<file path="config.mk">
export PLATFORM = sky130hd
export DESIGN_NAME = ex_op_sequencer
export DESIGN_NICKNAME = d
export VERILOG_FILES = /design/src/rtl/ex_seq_pkg.sv /design/src/rtl/ex_op_sequencer_lat_counter.sv /design/src/rtl/ex_op_sequencer.sv
export SDC_FILE = /design/constraint.sdc
export NUM_CORES = 1
export LEC_CHECK = 0
export BUFFER_PORTS_ARGS = -buffer_cell sky130_fd_sc_hd__buf_2
export CAP_MARGIN = 10
export CORE_MARGIN = 1
export CORE_UTILIZATION = 54
export CTS_CLUSTER_SIZE = 25
export DETAILED_ROUTE_END_ITERATION = 12
export HOLD_SLACK_MARGIN = 0.08
export PLACE_DENSITY = 0.91
export REMOVE_ABC_BUFFERS = 1
export SYNTH_ARGS = -nofsm -noshare
export SYNTH_HDL_FRONTEND = slang
export SYNTH_HIERARCHICAL = 1
export SYNTH_SLANG_ARGS = --single-unit
</file>
<file path="constraint.sdc">
create_clock -name clk -period 6.3 [get_ports clk]
set_input_delay 0 -clock clk [delete_from_list [all_inputs] [get_ports clk]]
set_output_delay 0 -clock clk [all_outputs]
set_load 0.03 [all_outputs]
</file>
<file path="src/rtl/ex_seq_pkg.sv">
// Shared types, opcode constants and op classification for the EX multi-cycle sequencer.
package ex_seq_pkg;

    typedef enum logic [1:0] {
        IDLE     = 2'd0,
        FIX_WAIT = 2'd1,
        FP_WAIT  = 2'd2,
        FP_DRAIN = 2'd3
    } seq_state_t;

    typedef enum logic [1:0] {
        SINGLE = 2'd0,
        MUL    = 2'd1,
        DIV    = 2'd2,
        FP     = 2'd3
    } op_class_t;

    localparam logic [4:0] OP_MUL  = 5'h10;
    localparam logic [4:0] OP_MULH = 5'h11;
    localparam logic [4:0] OP_DIV  = 5'h12;
    localparam logic [4:0] OP_REM  = 5'h13;

    // Bit positions inside the 6-bit FP flag vector
    localparam int EXC_OVERFLOW  = 0;
    localparam int EXC_UNDERFLOW = 1;
    localparam int EXC_INEXACT   = 2;
    localparam int EXC_SNAN      = 3;
    localparam int EXC_QNAN      = 4;
    localparam int EXC_DIV_ZERO  = 5;

    function automatic op_class_t op_class(input logic [4:0] op, input logic is_fp);
        op_class_t cls;
        if (is_fp)
            cls = FP;
        else if (op == OP_MUL || op == OP_MULH)
            cls = MUL;
        else if (op == OP_DIV || op == OP_REM)
            cls = DIV;
        else
            cls = SINGLE;
        return cls;
    endfunction

endpackage

</file>
<file path="src/rtl/ex_op_sequencer_lat_counter.sv">
// Loadable 5-bit down-counter with zero flag; holds at zero.
module ex_lat_counter (
    input  logic       clk,
    input  logic       rst_n,
    input  logic       load,
    input  logic [4:0] load_val,
    input  logic       dec,
    output logic [4:0] count,
    output logic       zero
);

    always_ff @(posedge clk or negedge rst_n) begin
        if (!rst_n)
            count <= '0;
        else if (load)
            count <= load_val;
        else if (dec && count != 5'd0)
            count <= count - 5'd1;
    end

    assign zero = (count == 5'd0);

endmodule

</file>
<file path="src/rtl/ex_op_sequencer.sv">
// EX-stage multi-cycle sequencer: fixed-latency MUL/DIV hold and FP start/done handshake.
// Optional sticky FP flag accumulator enabled by EX_FP_EXC_STICKY_EN.
//
// state    | meaning
// IDLE     | no multi-cycle op in flight; single-cycle ops pass through
// FIX_WAIT | MUL/DIV counting down its fixed latency
// FP_WAIT  | FP op issued, waiting for fpu_done
// FP_DRAIN | FP op squashed, waiting for the FPU to finish before reuse
module ex_op_sequencer
    import ex_seq_pkg::*;
#(
    parameter int MUL_LAT = 4,
    parameter int DIV_LAT = 8
) (
    input  logic       clk,
    input  logic       rst_n,
    input  logic       issue_valid,
    input  logic       issue_is_nop,
    input  logic [4:0] issue_op,
    input  logic       issue_is_fp,
    input  logic       flush,
    input  logic       fpu_done,
    input  logic [5:0] fpu_exc_in,
`ifdef EX_FP_EXC_STICKY_EN
    input  logic       fp_exc_clr,
    output logic [5:0] fp_exc_sticky,
`endif
    output logic       stall_ex,
    output logic       mc_done,
    output logic       busy,
    output logic       fpu_start,
    output logic [4:0] fpu_op,
    output logic [5:0] fp_exc
);

    seq_state_t state, state_nx;
    op_class_t  cls;
    logic       accept;
    logic       fp_accept;
    logic       fp_commit;
    logic       cnt_load;
    logic       cnt_dec;
    logic [4:0] cnt_load_val;
    logic [4:0] cnt;
    logic       cnt_zero;

    assign cls    = op_class(issue_op, issue_is_fp);
    assign accept = (state == IDLE) && issue_valid && !issue_is_nop && !flush;
    assign busy   = (state != IDLE);

    ex_lat_counter u_lat_counter (
        .clk      (clk),
        .rst_n    (rst_n),
        .load     (cnt_load),
        .load_val (cnt_load_val),
        .dec      (cnt_dec),
        .count    (cnt),
        .zero     (cnt_zero)
    );

    always_ff @(posedge clk or negedge rst_n) begin
        if (!rst_n)
            state <= IDLE;
        else
            state <= state_nx;
    end

    always_comb begin
        state_nx     = state;
        stall_ex     = 1'b0;
        mc_done      = 1'b0;
        cnt_load     = 1'b0;
        cnt_load_val = '0;
        cnt_dec      = 1'b0;
        fp_accept    = 1'b0;
        fp_commit    = 1'b0;
        case (state)
            IDLE: begin
                if (accept) begin
                    case (cls)
                        MUL: begin
                            state_nx     = FIX_WAIT;
                            stall_ex     = 1'b1;
                            cnt_load     = 1'b1;
                            cnt_load_val = 5'(MUL_LAT - 2);
                        end
                        DIV: begin
                            state_nx     = FIX_WAIT;
                            stall_ex     = 1'b1;
                            cnt_load     = 1'b1;
                            cnt_load_val = 5'(DIV_LAT - 2);
                        end
                        FP: begin
                            state_nx  = FP_WAIT;
                            stall_ex  = 1'b1;
                            fp_accept = 1'b1;
                        end
                        default: ;
                    endcase
                end
            end
            FIX_WAIT: begin
                if (flush) begin
                    state_nx = IDLE;
                end else if (cnt_zero) begin
                    state_nx = IDLE;
                    mc_done  = 1'b1;
                end else begin
                    stall_ex = 1'b1;
                    cnt_dec  = 1'b1;
                end
            end
            FP_WAIT: begin
                if (flush) begin
                    // A result arriving with the flush is simply discarded
                    state_nx = fpu_done ? IDLE : FP_DRAIN;
                    stall_ex = !fpu_done;
                end else if (fpu_done) begin
                    state_nx  = IDLE;
                    mc_done   = 1'b1;
                    fp_commit = 1'b1;
                end else begin
                    stall_ex = 1'b1;
                end
            end
            FP_DRAIN: begin
                if (fpu_done)
                    state_nx = IDLE;
                else
                    stall_ex = 1'b1;
            end
            default: state_nx = IDLE;
        endcase
    end

    always_ff @(posedge clk or negedge rst_n) begin
        if (!rst_n) begin
            fpu_start <= 1'b0;
            fpu_op    <= '0;
            fp_exc    <= '0;
        end else begin
            fpu_start <= fp_accept;
            if (fp_accept)
                fpu_op <= issue_op;
            if (fp_commit)
                fp_exc <= fpu_exc_in;
        end
    end

`ifdef EX_FP_EXC_STICKY_EN
    always_ff @(posedge clk or negedge rst_n) begin
        if (!rst_n)
            fp_exc_sticky <= '0;
        else if (fp_commit)
            fp_exc_sticky <= (fp_exc_clr ? 6'd0 : fp_exc_sticky) | fpu_exc_in;
        else if (fp_exc_clr)
            fp_exc_sticky <= '0;
    end
`endif

endmodule

</file>
==> impl.org, run 1 <==
** Floorplan
- The floorplan step defined a core boundary enclosing 0.00196 mm2.
- Total die area :: 0.00227 mm2
- Effective utilization at floorplan :: 57.5%
- The die is 47.7 um wide.
- Pin placement for this block handled 33 I/O pins.
- The floorplan step set the die height to 47.7 um.
- Placement row count :: 16

** Critical path
- The most critical setup path has its startpoint at u_lat_counter/count[0]$_DFFE_PN0P_.
- At the worst endpoint, the required time is 6.54 ns.
- The worst setup path is launched from a register.
- The critical path is of the register to register type.
- Launch point of the worst reg-to-reg path :: u_lat_counter/count[0]$_DFFE_PN0P_
- Worst R2R Path Depth :: 8
- Register-to-register path setup slack :: 3.60 ns
- Data arrival, critical path :: 2.95 ns
- Worst flop-to-flop path endpoint :: u_lat_counter/count[3]$_DFFE_PN0P_
- Of all nets on the critical path, the largest fanout is 8.
- STA classifies the critical path endpoint as a register.

** Outcome
- The flow ran to the end, and the final reports show no timing, DRC or antenna violations.

** GRT
- Entering global routing, the biggest net connects 20 pins.
- Global route total overflow :: 0
- The via count of the first global-routing pass came to 936.
- Number of antenna violations at the first check in global routing :: 0
- Total track usage :: 25.8%
- The first global-routing pass estimated 3950 um of wire.

** Clock network
- Sink count of the clock tree :: 19
- No sink is reached through more buffers than the 2 on the longest clock path.
- The number of clock buffers added by TritonCTS is 3.
- The tree is rooted in a sky130_fd_sc_hd__clkbuf_4.
- Post-CTS setup buffers :: 0
- CTS clock-pin slew for the worst setup and hold paths :: 0.11 ns
- TritonCTS built the clock tree.
- The clock reaches the later pin of the worst-skew pair after 0.30 ns.
- In this run the number of H-tree levels came out at 1.

** Run
- Across the run, the number of max-cap violations was 0.

** STA
- The total count of max-transition violations in the final report was 0.
- Max-Slew Margin vs Limit :: 42.9%
- The worst path in the final design needs a cycle of 2.70 ns, including I/O delays and setup.
- Clk_skew :: 0.00106 ns
- Highest achievable clock rate :: 0.370 GHz
- Total negative slack for setup checks :: 0 ns
- For the pin with the worst max-slew slack, the measured transition is 0.855 ns.
- Setup repair after global routing left no endpoint under its margin.
- Portion of the clock cycle consumed by the worst path in the final layout :: 42.9%
- Number of hold-slack violations in the final timing report :: 0
- Final setup violation count :: 0

** Detailed routing
- After the first detailed-routing iteration, the DRC count stood at 14.
- Total via count in the routed design :: 965
- Drt first pass iters :: 4
- Routed len/inst :: 15.1 um
- Wires add up to 2690 um.
- Detail Route Antenna Nets :: 0
- In the routed layout, each cell is associated on average with a via count of 5.42.
- Remaining DRCs :: 0

** Finish
- Non-filler instance count after layout :: 178
- Share of cells above drive strength 1 :: 36.4%
- NumNets Final :: 179
- The repair_antennas step left the layout with diodes totalling 0.
- Measured on the finished design, the core utilization comes to 75.0%.
- Compared with the post-synthesis result, the final layout area differs by 30.5%.
- Fill cells in the final layout number 155.

** Placed design
- Detailed Place HPWL :: 1720 um
- Number of buffer cells added on primary ports :: 32
- Number of placed cells counting well taps :: 162
- Final weighted congestion of routability-driven global placement :: 0.889

** Yosys
- After technology mapping, the gate count stands at 102.
- Top cells by area in the synthesized netlist :: sky130_fd_sc_hd__dfrtp_1 42%, sky130_fd_sc_hd__mux2_2 14%, sky130_fd_sc_hd__ha_1 10%
- Post-synthesis average cell area :: 11.1 um2
- Number of flip-flops and latches in the synthesized netlist :: 19
- Proportion of register bits with asynchronous set or reset after synthesis :: 100%
- Area share of the largest cell type after synthesis :: 42.2%
- Number of enable-type register cells in the synthesized netlist :: 0
- Primary flip-flop cell chosen by synthesis mapping :: sky130_fd_sc_hd__dfrtp_1
- Share of the yosys chip area belonging to registers :: 42.2%
- Syn Std Cell Area :: 0.00113 mm2
- Count of unique library cells instantiated by Yosys :: 34
- Synth area leader :: sky130_fd_sc_hd__dfrtp_1
- Synthesis Warnings :: 6

** Pwr
- Static leakage :: 0.745 nW
- PwrDens :: 425 mW/mm2
- The worst-case IR drop observed on VDD is 0.251 mV.
- Power Total :: 625 uW

** Min path
- The tightest min-delay check is of the input port to async pin type.
-- critical path: stages, from the launching register on --
cell and delay (ns):
sky130_fd_sc_hd__dfrtp_1 0.36, sky130_fd_sc_hd__inv_1 0.07, sky130_fd_sc_hd__ha_1 0.21, sky130_fd_sc_hd__or4b_4 0.23, sky130_fd_sc_hd__inv_1 0.07, sky130_fd_sc_hd__nor3b_1 0.71, sky130_fd_sc_hd__or4b_1 0.52, sky130_fd_sc_hd__or3_1 0.35
sky130_fd_sc_hd__a21oi_2 0.12
-- cell families after synthesis --
group                    after synthesis  share of synthesized area, %
other                                  1                         0.333
multiplexers                          14                          14.0
adder cells (fa/ha/maj)                9                          9.99
AND/OR/NAND/NOR                       27                          17.0
buffers and inverters                 11                          3.66
AO/OA/AOI/OAI                         21                          12.9
flip-flops                            19                          42.2
-- power breakdown --
part / switching [mW] / total [mW] / internal (mW)
logic: 0.206 / 0.346 / 0.140
registers: 0.0374 / 0.215 / 0.177
clock network: 0.0391 / 0.0638 / 0.0247
-- cell usage in the layout, fill, tap and decap left out, drive strengths merged, types with 3 or more instances in the layout --
cell          n
buf          32
dfrtp        19
mux2         14
dlygate4sd3  12
inv          10
ha            9
a21oi         9
nand2         5
clkbuf        4
nor3b         3
nor2          3
o21ai         3
conb          3
-- layer usage --
layer | share of wire (%) | global-route usage (%) | wire length, um | up-vias
met2 | 51 | 41.6 | 1370 | 45
met1 | 41 | 32.1 | 1110 | 456
met3 | 5.6 | 6.04 | 150 | 8
li1 | - | - | - | 456
met4 | 2.3 | 13.9 | 61 | 0
met5 | 0 | 0 | 0 | -
-- layout make-up --
| type | count | area, um2 | area share [%] |
|---|---|---|---|
| clock buffers | 4 | 26.3 | 1.79 |
| inverters | 10 | 37.5 | 2.55 |
| multi-input cells | 74 | 618 | 42.0 |
| flip-flops and latches | 19 | 475 | 32.3 |
| well taps | 27 | 33.8 | 2.30 |
| repair buffers | 44 | 280 | 19.0 |
-- worst max path at each step --
stage,to,depth (start not counted)
4_1_cts,u_lat_counter/count[3]$_DFFE_PN0P_,8
5_1_grt,u_lat_counter/count[3]$_DFFE_PN0P_,8
6_report,u_lat_counter/count[3]$_DFFE_PN0P_,8
2_1_floorplan,u_lat_counter/count[3]$_DFFE_PN0P_,8
3_3_place_gp,u_lat_counter/count[3]$_DFFE_PN0P_,8
3_5_place_dp,u_lat_counter/count[3]$_DFFE_PN0P_,8
-- per-stage QoR --
step / setup WS, ns / hold slack, ns / area [um2]
2_1_floorplan: 3.92 / -0.296 / 1130
3_3_place_gp: 3.83 / -0.0487 / 1330
3_5_place_dp: 3.66 / -0.0384 / 1330
4_1_cts: 3.64 / 0.171 / 1470
5_1_grt: 3.45 / 0.201 / 1470
6_report: 3.60 / 0.147 / 1470
-- state kept, by name (all words and copies together) (netlist names) --
signal and flops:
state 2, fp_exc 6, fpu_start 1, fpu_op 5, u_lat_counter/count 5
-- cells in the mapped netlist (2+ instances only) --
library cell and instances:
sky130_fd_sc_hd__nor2b_1 2, sky130_fd_sc_hd__o31a_1 2, sky130_fd_sc_hd__nor2_1 3, sky130_fd_sc_hd__mux2_2 14, sky130_fd_sc_hd__dfrtp_1 19, sky130_fd_sc_hd__nor3b_1 3, sky130_fd_sc_hd__nand2_1 5, sky130_fd_sc_hd__ha_1 9
sky130_fd_sc_hd__inv_1 10, sky130_fd_sc_hd__a21oi_1 8, sky130_fd_sc_hd__o21ai_0 3, sky130_fd_sc_hd__or3_1 2
-- timing repair --
| action | in CTS | in global routing |
|---|---|---|
| hold buffers | 12 | 0 |
| endpoints found under the setup margin | 0 | 0 |
| endpoints found under the hold margin | 30 | 0 |
| resized for setup | 0 | 0 |
(Power assumes the default switching activity.)
==> run 2: changes to the inputs <==
--- a/config.mk
+++ b/config.mk
@@ -8,11 +8,11 @@
 export BUFFER_PORTS_ARGS = -buffer_cell sky130_fd_sc_hd__buf_2
 export CAP_MARGIN = 10
 export CORE_MARGIN = 1
-export CORE_UTILIZATION = 54
+export CORE_UTILIZATION = 50
 export CTS_CLUSTER_SIZE = 25
 export DETAILED_ROUTE_END_ITERATION = 12
 export HOLD_SLACK_MARGIN = 0.08
-export PLACE_DENSITY = 0.91
+export PLACE_DENSITY = 0.86
 export REMOVE_ABC_BUFFERS = 1
 export SYNTH_ARGS = -nofsm -noshare
 export SYNTH_HDL_FRONTEND = slang
==> constraint.sdc (replaced) <==
create_clock -name clk -period 2.65 [get_ports clk]
set_input_delay 0 -clock clk [delete_from_list [all_inputs] [get_ports clk]]
set_output_delay 0 -clock clk [all_outputs]
set_load 0.03 [all_outputs]
==> impl.org, run 2 (same netlist as run 1, synthesis figures left out) <==
** Critical path
- Critical setup path kind :: register to output pin
- The worst register-to-register path ends at u_lat_counter/count[3]$_DFFE_PN0P_.
- The critical path goes through inv_1, ha_1, or4b_4, inv_1, nor3b_1, buf_4, o31a_1, buf_2.
- The slowest stage of the critical path is the sky130_fd_sc_hd__or4b_4 cell.
- The worst setup path is captured at an output pin.
- Delay of the slowest critical-path stage :: 0.49 ns (-0.22 ns)
- The critical path data arrival time is 2.26 ns (-0.69 ns).
- Cell with the most instances on the worst path :: sky130_fd_sc_hd__inv_1
- The required time of the worst setup path came to 2.65 ns (-3.89 ns).
- The path depth of the worst reg2reg path came to 8 (unchanged).
- The worst setup slack for register-to-register paths is 0.45 ns (-3.15 ns).
- Following the worst setup path forward leads to its endpoint at stall_ex.
- Launch point of the critical path :: u_lat_counter/count[0]$_DFFE_PN0P_
- The peak fanout along the critical path came to 7 (-1).
- Critical Path Source Type :: register
- Launch point of the worst reg-to-reg path :: u_lat_counter/count[0]$_DFFE_PN0P_

** Finish
- In the layout the commonest cells are 32 x sky130_fd_sc_hd__buf_2, 19 x sky130_fd_sc_hd__dfrtp_1, 14 x sky130_fd_sc_hd__mux2_2.
- Flip-flop count of the largest register after layout :: 6 (unchanged)
- Synthesis-to-layout area growth :: 31.3%
- Leaving out fill and tap cells, the most frequent cell in the layout is sky130_fd_sc_hd__buf_2.
- Registers with the most flip-flops :: fp_exc (6), fpu_op (5), u_lat_counter/count (5)
- Area of combinational cells with multiple inputs :: 618 um2 (unchanged)
- Share of cells above drive strength 1 :: 37.5% (+1.1 points)
- The register with the most flip-flops in the final layout is fp_exc.
- NumNets Final :: 180 (+0.56%)
- Utilization of the core after routing :: 72.5% (-2.5 points)
- FILL cells :: 147 (-5.2%)
- The number of diodes added for antenna fixing came to 0 (unchanged).
- Register Area :: 475 um2 (unchanged)

** Pwr
- The register share of total power came to 35.0% (+0.6 points).
- The net switching power of the design was 668 uW (+140%).
- The leakage power is 0.753 nW (+1.1%).
- Cell-internal power :: 816 uW (+140%)
- Proportion of power drawn by the clock network :: 9.7% (-0.5 points)
- Switching share of power :: 45.0% (-0.20 points)
- The worst ir drop on vdd came to 0.700 mV (+180%).
- Comb pwr share :: 55.3% (about the same)
- PwrDens :: 1000 mW/mm2 (+140%)

** Detailed routing
- Wire length reported by the detailed router :: 2580 um (-4.3%)
- The detailed-route via count is 938 (-2.8%).
- The ratio of routed vias to standard cells was 5.24 (-3.3%).
- Iteration-0 DRC count of the detailed router :: 12 (-2)
- Detail Route Antenna Nets :: 0 (unchanged)
- The detailed-router iteration count before antenna repair was 4 (unchanged).
- The wire length per cell after detailed routing is 14.4 um (-4.8%).
- Remaining DRCs :: 0 (unchanged)

** STA
- Max-Slew Margin vs Limit :: 57.2% (+14 points)
- Time the final worst path needs with I/O delays and setup :: 2.26 ns
- Slew at the pin with the worst max-slew slack :: 0.640 ns (-0.216 ns)
- The worst path uses 85.2% of the clock period.
- Total negative slack for setup checks :: 0 ns (unchanged)
- Number of hold-slack violations in the final timing report :: 0 (unchanged)
- Setup repair after global routing left no endpoint under its margin.
- The number of endpoints failing setup at the final stage came to 0 (unchanged).
- Clk_skew :: 0.00277 ns (+0.00171 ns)
- Highest achievable clock rate :: 0.443 GHz
- The total count of max-transition violations in the final report is 0 (unchanged).

** Floorplan
- The width of the die was 49.5 um (+3.8%).
- The die height came to 49.5 um (+3.8%).
- The core footprint was 0.00204 mm2 (+4.1%).
- The floorplan row count came to 16 (unchanged).
- The number of top-level pins came to 33 (unchanged).
- Total die area :: 0.00245 mm2 (+7.7%)
- The starting density of the core came to 55.2% (-2.3 points).

** Placed design
- The weighted congestion at the end of routability-driven global placement was 0.864 (-2.9%).
- Number of buffer cells added on primary ports :: 32 (unchanged)
- Detailed Place HPWL :: 1750 um (+2.1%)

** GRT
- Fraction of met3 tracks used by global routing :: 5.25% (-0.79 points)
- Via count of the first global-routing pass :: 1016 (+8.5%)
- met2 is the most crowded layer.
- Total track usage :: 24.3% (-1.5 points)
- The pin count of the biggest net entering global routing was 20 (unchanged).
- Number of antenna violations at the first check in global routing :: 0 (unchanged)
- The met1 demand-to-capacity share in global routing came to 27.3% (-4.9 points).
- First-pass GRT wire length :: 4440 um (+12%)
- Global route total overflow :: 0 (unchanged)
- Global-route track usage on met2 :: 43.8% (+2.2 points)

** Clock network
- TritonCTS clock tree :: built
- Master cell of the clock root buffer :: sky130_fd_sc_hd__clkbuf_4
- The clock latency reported for the late side of the worst-skew pair came to 0.29 ns (about the same).
- Sink count of the clock tree :: 19 (unchanged)
- Cts bufs inserted :: 3 (unchanged)
- The number of post-CTS setup repair buffers is 0 (unchanged).
- Clk buf depth :: 2 (unchanged)
- Clock H-tree levels :: 1 (unchanged)
- The clock edge transition at the registers on the reported setup and hold paths was 0.11 ns (about the same).

** Min path
- Hold crit path type :: input port to async pin

** Outcome
- Run status :: finished, final reports clean

** Run
- The max-cap violation count was 0 (unchanged).
run 2: area by class of cell:
cell class	instances	area share [%]
Multi-Input combinational cell	74	41.8
Sequential cell	19	32.1
Timing Repair Buffer	45	19.4
Inverter	10	2.54
Tap cell	27	2.28
Clock buffer	3	1.52
Clock inverter	1	0.338
run 2: metal layers:
metal  up-vias  part of all wire [%]
li1        461                     -
met1       436                    41
met2        35                    50
met3         6                   5.6
met4         0                   2.6
met5         -                     0
run 2: power by group through the flow:
stage	Sequential (mW)	Clock (mW)	Combinational (mW)
floorplan	0.658	0	0.433
CTS	0.511	0.148	0.815
finish	0.519	0.144	0.821
global route	0.536	0.163	0.887
global placement	0.504	0	0.770
detailed placement	0.516	0	0.799
run 2: worst max-delay path: cells and delay by family (launching register included):
| family | cells | cell delay [ns] |
|---|---|---|
| AOI/OAI and AO/OA | 1 | 0.27 |
| adders and majority gates | 1 | 0.17 |
| buffers and inverters | 4 | 0.57 |
| DFF | 1 | 0.40 |
| and+or+nand+nor | 2 | 0.56 |
run 2: how the worst min path moves through the flow:
| stage | to | slack (ns) | cells after the start |
|---|---|---|---|
| after floorplan | fp_exc[0]$_DFFE_PN0P_ | -0.30 | 0 |
| after global placement | u_lat_counter/count[4]$_DFFE_PN0P_ | -0.05 | 1 |
| after detailed placement | u_lat_counter/count[3]$_DFFE_PN0P_ | -0.05 | 1 |
| after CTS | u_lat_counter/count[3]$_DFFE_PN0P_ | 0.18 | 2 |
| after global routing | u_lat_counter/count[4]$_DFFE_PN0P_ | 0.19 | 2 |
| final | u_lat_counter/count[3]$_DFFE_PN0P_ | 0.15 | 2 |
run 2: timing repair:
action / in CTS / in global routing
endpoints found under the hold margin: 30 / 0
hold buffers: 12 / 0
gates resized for setup: 0 / 0
run 2: through the flow:
step / instances / hold WS (ns) / instance area, um2 / power, mW / setup WS (ns)
floorplan: 103 / -0.296 / 1130 / 1.09 / 0.270
finish: 179 / 0.154 / 1480 / 1.48 / 0.391
CTS: 179 / 0.178 / 1480 / 1.47 / 0.378
detailed placement: 163 / -0.0451 / 1330 / 1.31 / 0.474
global placement: 163 / -0.0471 / 1330 / 1.27 / 0.588
global route: 179 / 0.186 / 1480 / 1.59 / 0.246
==> run 3: changes to the inputs <==
--- a/config.mk
+++ b/config.mk
@@ -8,11 +8,13 @@
 export BUFFER_PORTS_ARGS = -buffer_cell sky130_fd_sc_hd__buf_2
 export CAP_MARGIN = 10
 export CORE_MARGIN = 1
-export CORE_UTILIZATION = 50
+export CORE_UTILIZATION = 30
 export CTS_CLUSTER_SIZE = 25
 export DETAILED_ROUTE_END_ITERATION = 12
+export GPL_TIMING_DRIVEN = 0
 export HOLD_SLACK_MARGIN = 0.08
-export PLACE_DENSITY = 0.86
+export PLACE_DENSITY = 0.59
+export RECOVER_POWER = 50
 export REMOVE_ABC_BUFFERS = 1
 export SYNTH_ARGS = -nofsm -noshare
 export SYNTH_HDL_FRONTEND = slang
==> impl.org, run 3 (same netlist as run 1, synthesis figures left out) <==
** Outcome
- The run finished with clean final reports.

** Floorplan
- The die height came to 63.3 um (+28%).
- The floorplan row count is 21 (+5).
- The core footprint is 0.00347 mm2 (+70%).
- The starting density of the core is 32.5% (-23 points).
- Io pins :: 33 (unchanged)
- The width of the die was 63.3 um (+28%).
- Total die area :: 0.00401 mm2 (+64%)

** Run
- The max-cap violation count was 0 (unchanged).

** Finish
- Registers with the most flip-flops :: fp_exc (6), fpu_op (5), u_lat_counter/count (5)
- The share of final-layout standard cells stronger than drive strength 1 is 32.5% (-5.0 points).
- Flip-flop count of the largest register after layout :: 6 (unchanged)
- The filler cell count in the final layout is 341 (+130%).
- Compared with the post-synthesis result, the final layout area differs by 34.2%.
- Diodes inserted :: 0 (unchanged)
- fp_exc holds more flip-flops than any other register.
- In the layout the commonest cells are 24 x sky130_fd_sc_hd__buf_2, 19 x sky130_fd_sc_hd__dfrtp_1, 14 x sky130_fd_sc_hd__mux2_2.
- Cell area after layout :: 0.00151 mm2 (+2.2%)
- The library cell used most frequently in the layout, excluding fill and tap cells, is sky130_fd_sc_hd__buf_2.
- The number of nets at the end of the flow is 179 (-0.56%).

** Detailed routing
- The detailed route wirelength on metal3 was 103 um (-28%).
- Metal1 wirelength :: 1010 um (-5.5%)
- The ratio of routed vias to standard cells is 4.61 (-12%).
- Detail Route Antenna Nets :: 0 (unchanged)
- The routed wire length on met2 came to 1150 um (-11%).
- The remaining design rule violation count came to 0 (unchanged).
- Total via count in the routed design :: 909 (-3.1%)
- Drt first pass iters :: 3 (-1)
- Iteration-0 DRC count of the detailed router :: 23 (+11)
- Highest metal layer with signal wires :: met4
- The wire length per cell after detailed routing is 11.6 um (-19%).
- The routed wire length is 2280 um (-11%).

** Critical path
- Critical Path Source Type :: register
- Cell with the most instances on the worst path :: sky130_fd_sc_hd__inv_1
- Data required time at the worst endpoint :: 2.84 ns (+0.19 ns)
- The signal on the critical path passes through inv_1, ha_1, or4b_4, inv_1, nor3b_2, or4b_1, or3_1, a21oi_2.
- The worst stage delay on the critical path came to 0.49 ns (about the same).
- Among all stages on the critical path, the largest delay is contributed by sky130_fd_sc_hd__or4b_1.
- Type of element capturing the critical path :: register
- The critical path data arrival time is 2.62 ns (+0.36 ns).
- In this run the critical register-to-register path is launched from u_lat_counter/count[0]$_DFFE_PN0P_.
- The critical path is of the register to register type.
- Maximum fanout count along the critical path :: 8 (+1)
- Launch point of the critical path :: u_lat_counter/count[0]$_DFFE_PN0P_

** STA
- The number of endpoints failing setup at the final stage was 0 (unchanged).
- The total count of max-transition violations in the final report was 0 (unchanged).
- The minimum clock period came to 2.42 ns (+0.164 ns).
- PnR worst setup slack :: 0.227 ns (-0.164 ns)
- Unrepaired setup endpoints after global routing :: false
- The clock tree skew after final layout came to 0.00296 ns (+0.000184 ns).
- Highest achievable clock rate :: 0.413 GHz (-6.8%)
- The relative slew slack was 33.8% (-23 points).
- Total negative slack for setup checks :: 0 ns (unchanged)
- Number of hold-slack violations in the final timing report :: 0 (unchanged)
- Worst Hold Slack :: 0.277 ns (+0.123 ns)
- Portion of the clock cycle consumed by the worst path in the final layout :: 91.4% (+6.2 points)
- Slew at the pin with the worst max-slew slack :: 0.993 ns (+0.353 ns)

** Clock network
- TritonCTS built the clock tree.
- The H-tree depth reported by CTS is 1 (unchanged).
- The clock latency reported for the late side of the worst-skew pair was 0.26 ns (-0.03 ns).
- The number of buffers added by the clock tree synthesis step is 3 (unchanged).
- CTS placed an instance of sky130_fd_sc_hd__clkbuf_8 at the clock tree root.
- The clock edge transition at the registers on the reported setup and hold paths came to 0.08 ns (-0.03 ns).
- Clk buf depth :: 2 (unchanged)
- The number of clock sinks seen by CTS is 19 (unchanged).

** GRT
- Largest net degree at the start of global routing :: 20 (unchanged)
- The initial antenna violation count came to 0 (unchanged).
- First-pass GRT wire length :: 3860 um (-13%)
- The overall routing resource usage came to 12.2% (-12 points).
- Global route total overflow :: 0 (unchanged)
- Via count of the first global-routing pass :: 953 (-6.2%)

** Min path
- The worst hold path belongs to the class input port to register.
- Beginning of the worst hold path :: issue_is_nop

** Pwr
- PwrDens :: 995 mW/mm2 (-0.74%)
- The worst ir drop on vdd is 0.521 mV (-26%).
- The leakage power is 0.726 nW (-3.5%).

** Placed design
- The worst-case setup slack after placement came to -0.0333 ns (-0.507 ns).
- Detailed Place HPWL :: 1760 um (+0.25%)
- Final weighted congestion of routability-driven global placement :: 0.765 (-11%)
- The quantity of I/O buffers inserted on ports was 32 (unchanged).
- Placed cell area :: 0.00135 mm2 (+1.2%)
-- run 3: changes by cell type in the layout (fill, tap and decap cells not counted), sizes merged --
| cell | previous run | this run |
|---|---|---|
| buf | 33 | 24 |
| clkinvlp | 0 | 1 |
| clkinv | 1 | 0 |
| clkbuf | 3 | 11 |
-- run 3: layer usage --
metal,track usage [%],up-vias
met5,0,-
met4,3.41,0
met3,3.26,2
met2,23.0,23
met1,13.3,429
li1,-,455
-- run 3: final timing paths --
kind	cells after the start	slack [ns]	end
max in group asynchronous	2	1.63	state[0]$_DFFE_PN0P_
max reg2reg	8	0.23	u_lat_counter/count[3]$_DFFE_PN0P_
min	4	0.28	state[1]$_DFFE_PN0P_
min in group asynchronous	2	0.42	u_lat_counter/count[0]$_DFFE_PN0P_
min reg2reg	1	0.51	fpu_op[0]$_DFFE_PN0P_
max	8	0.23	u_lat_counter/count[3]$_DFFE_PN0P_
-- run 3: layout make-up --
cell class              count  area, um2  share of cell area [%]
clock buffers               3       41.3                    2.73
flip-flops and latches     19        475                    31.4
well taps                  46       57.6                    3.80
inverters                  10       37.5                    2.48
clock inverters             1       7.51                   0.496
multi-input cells          74        623                    41.2
repair buffers             44        270                    17.9
-- run 3: repair_timing --
item	4_1_cts	5_1_grt
endpoints found under the setup margin	1	0
endpoints found under the hold margin	30	0
hold buffers	12	0
buffers inserted	0	0
gates resized for setup	1	0
-- run 3: through the flow --
| step | util, % | cells | total power, mW |
|---|---|---|---|
| 2_1_floorplan | - | 103 | 1.09 |
| 3_3_place_gp | 38.9 | 181 | 1.28 |
| 3_5_place_dp | 38.9 | 181 | 1.30 |
| 4_1_cts | 43.9 | 197 | 1.53 |
| 5_1_grt | 43.6 | 197 | 1.61 |
| 6_report | 43.6 | 197 | 1.50 |
-- run 3: worst max-delay path, delay by kind of cell (launching register included) --
kind | cells | cell delay, ns
simple gates | 4 | 1.51
flops | 1 | 0.36
fa+ha+maj | 1 | 0.21
buf+inv | 2 | 0.16
compound gates | 1 | 0.12
-- run 3: where the power goes --
group	internal (mW)	leakage (nW)	total, mW	switching [mW]
combinational	0.320	0.467	0.785	0.465
clock	0.106	0.0217	0.211	0.105
sequential	0.423	0.238	0.509	0.0864
total	0.848	0.726	1.50	0.656
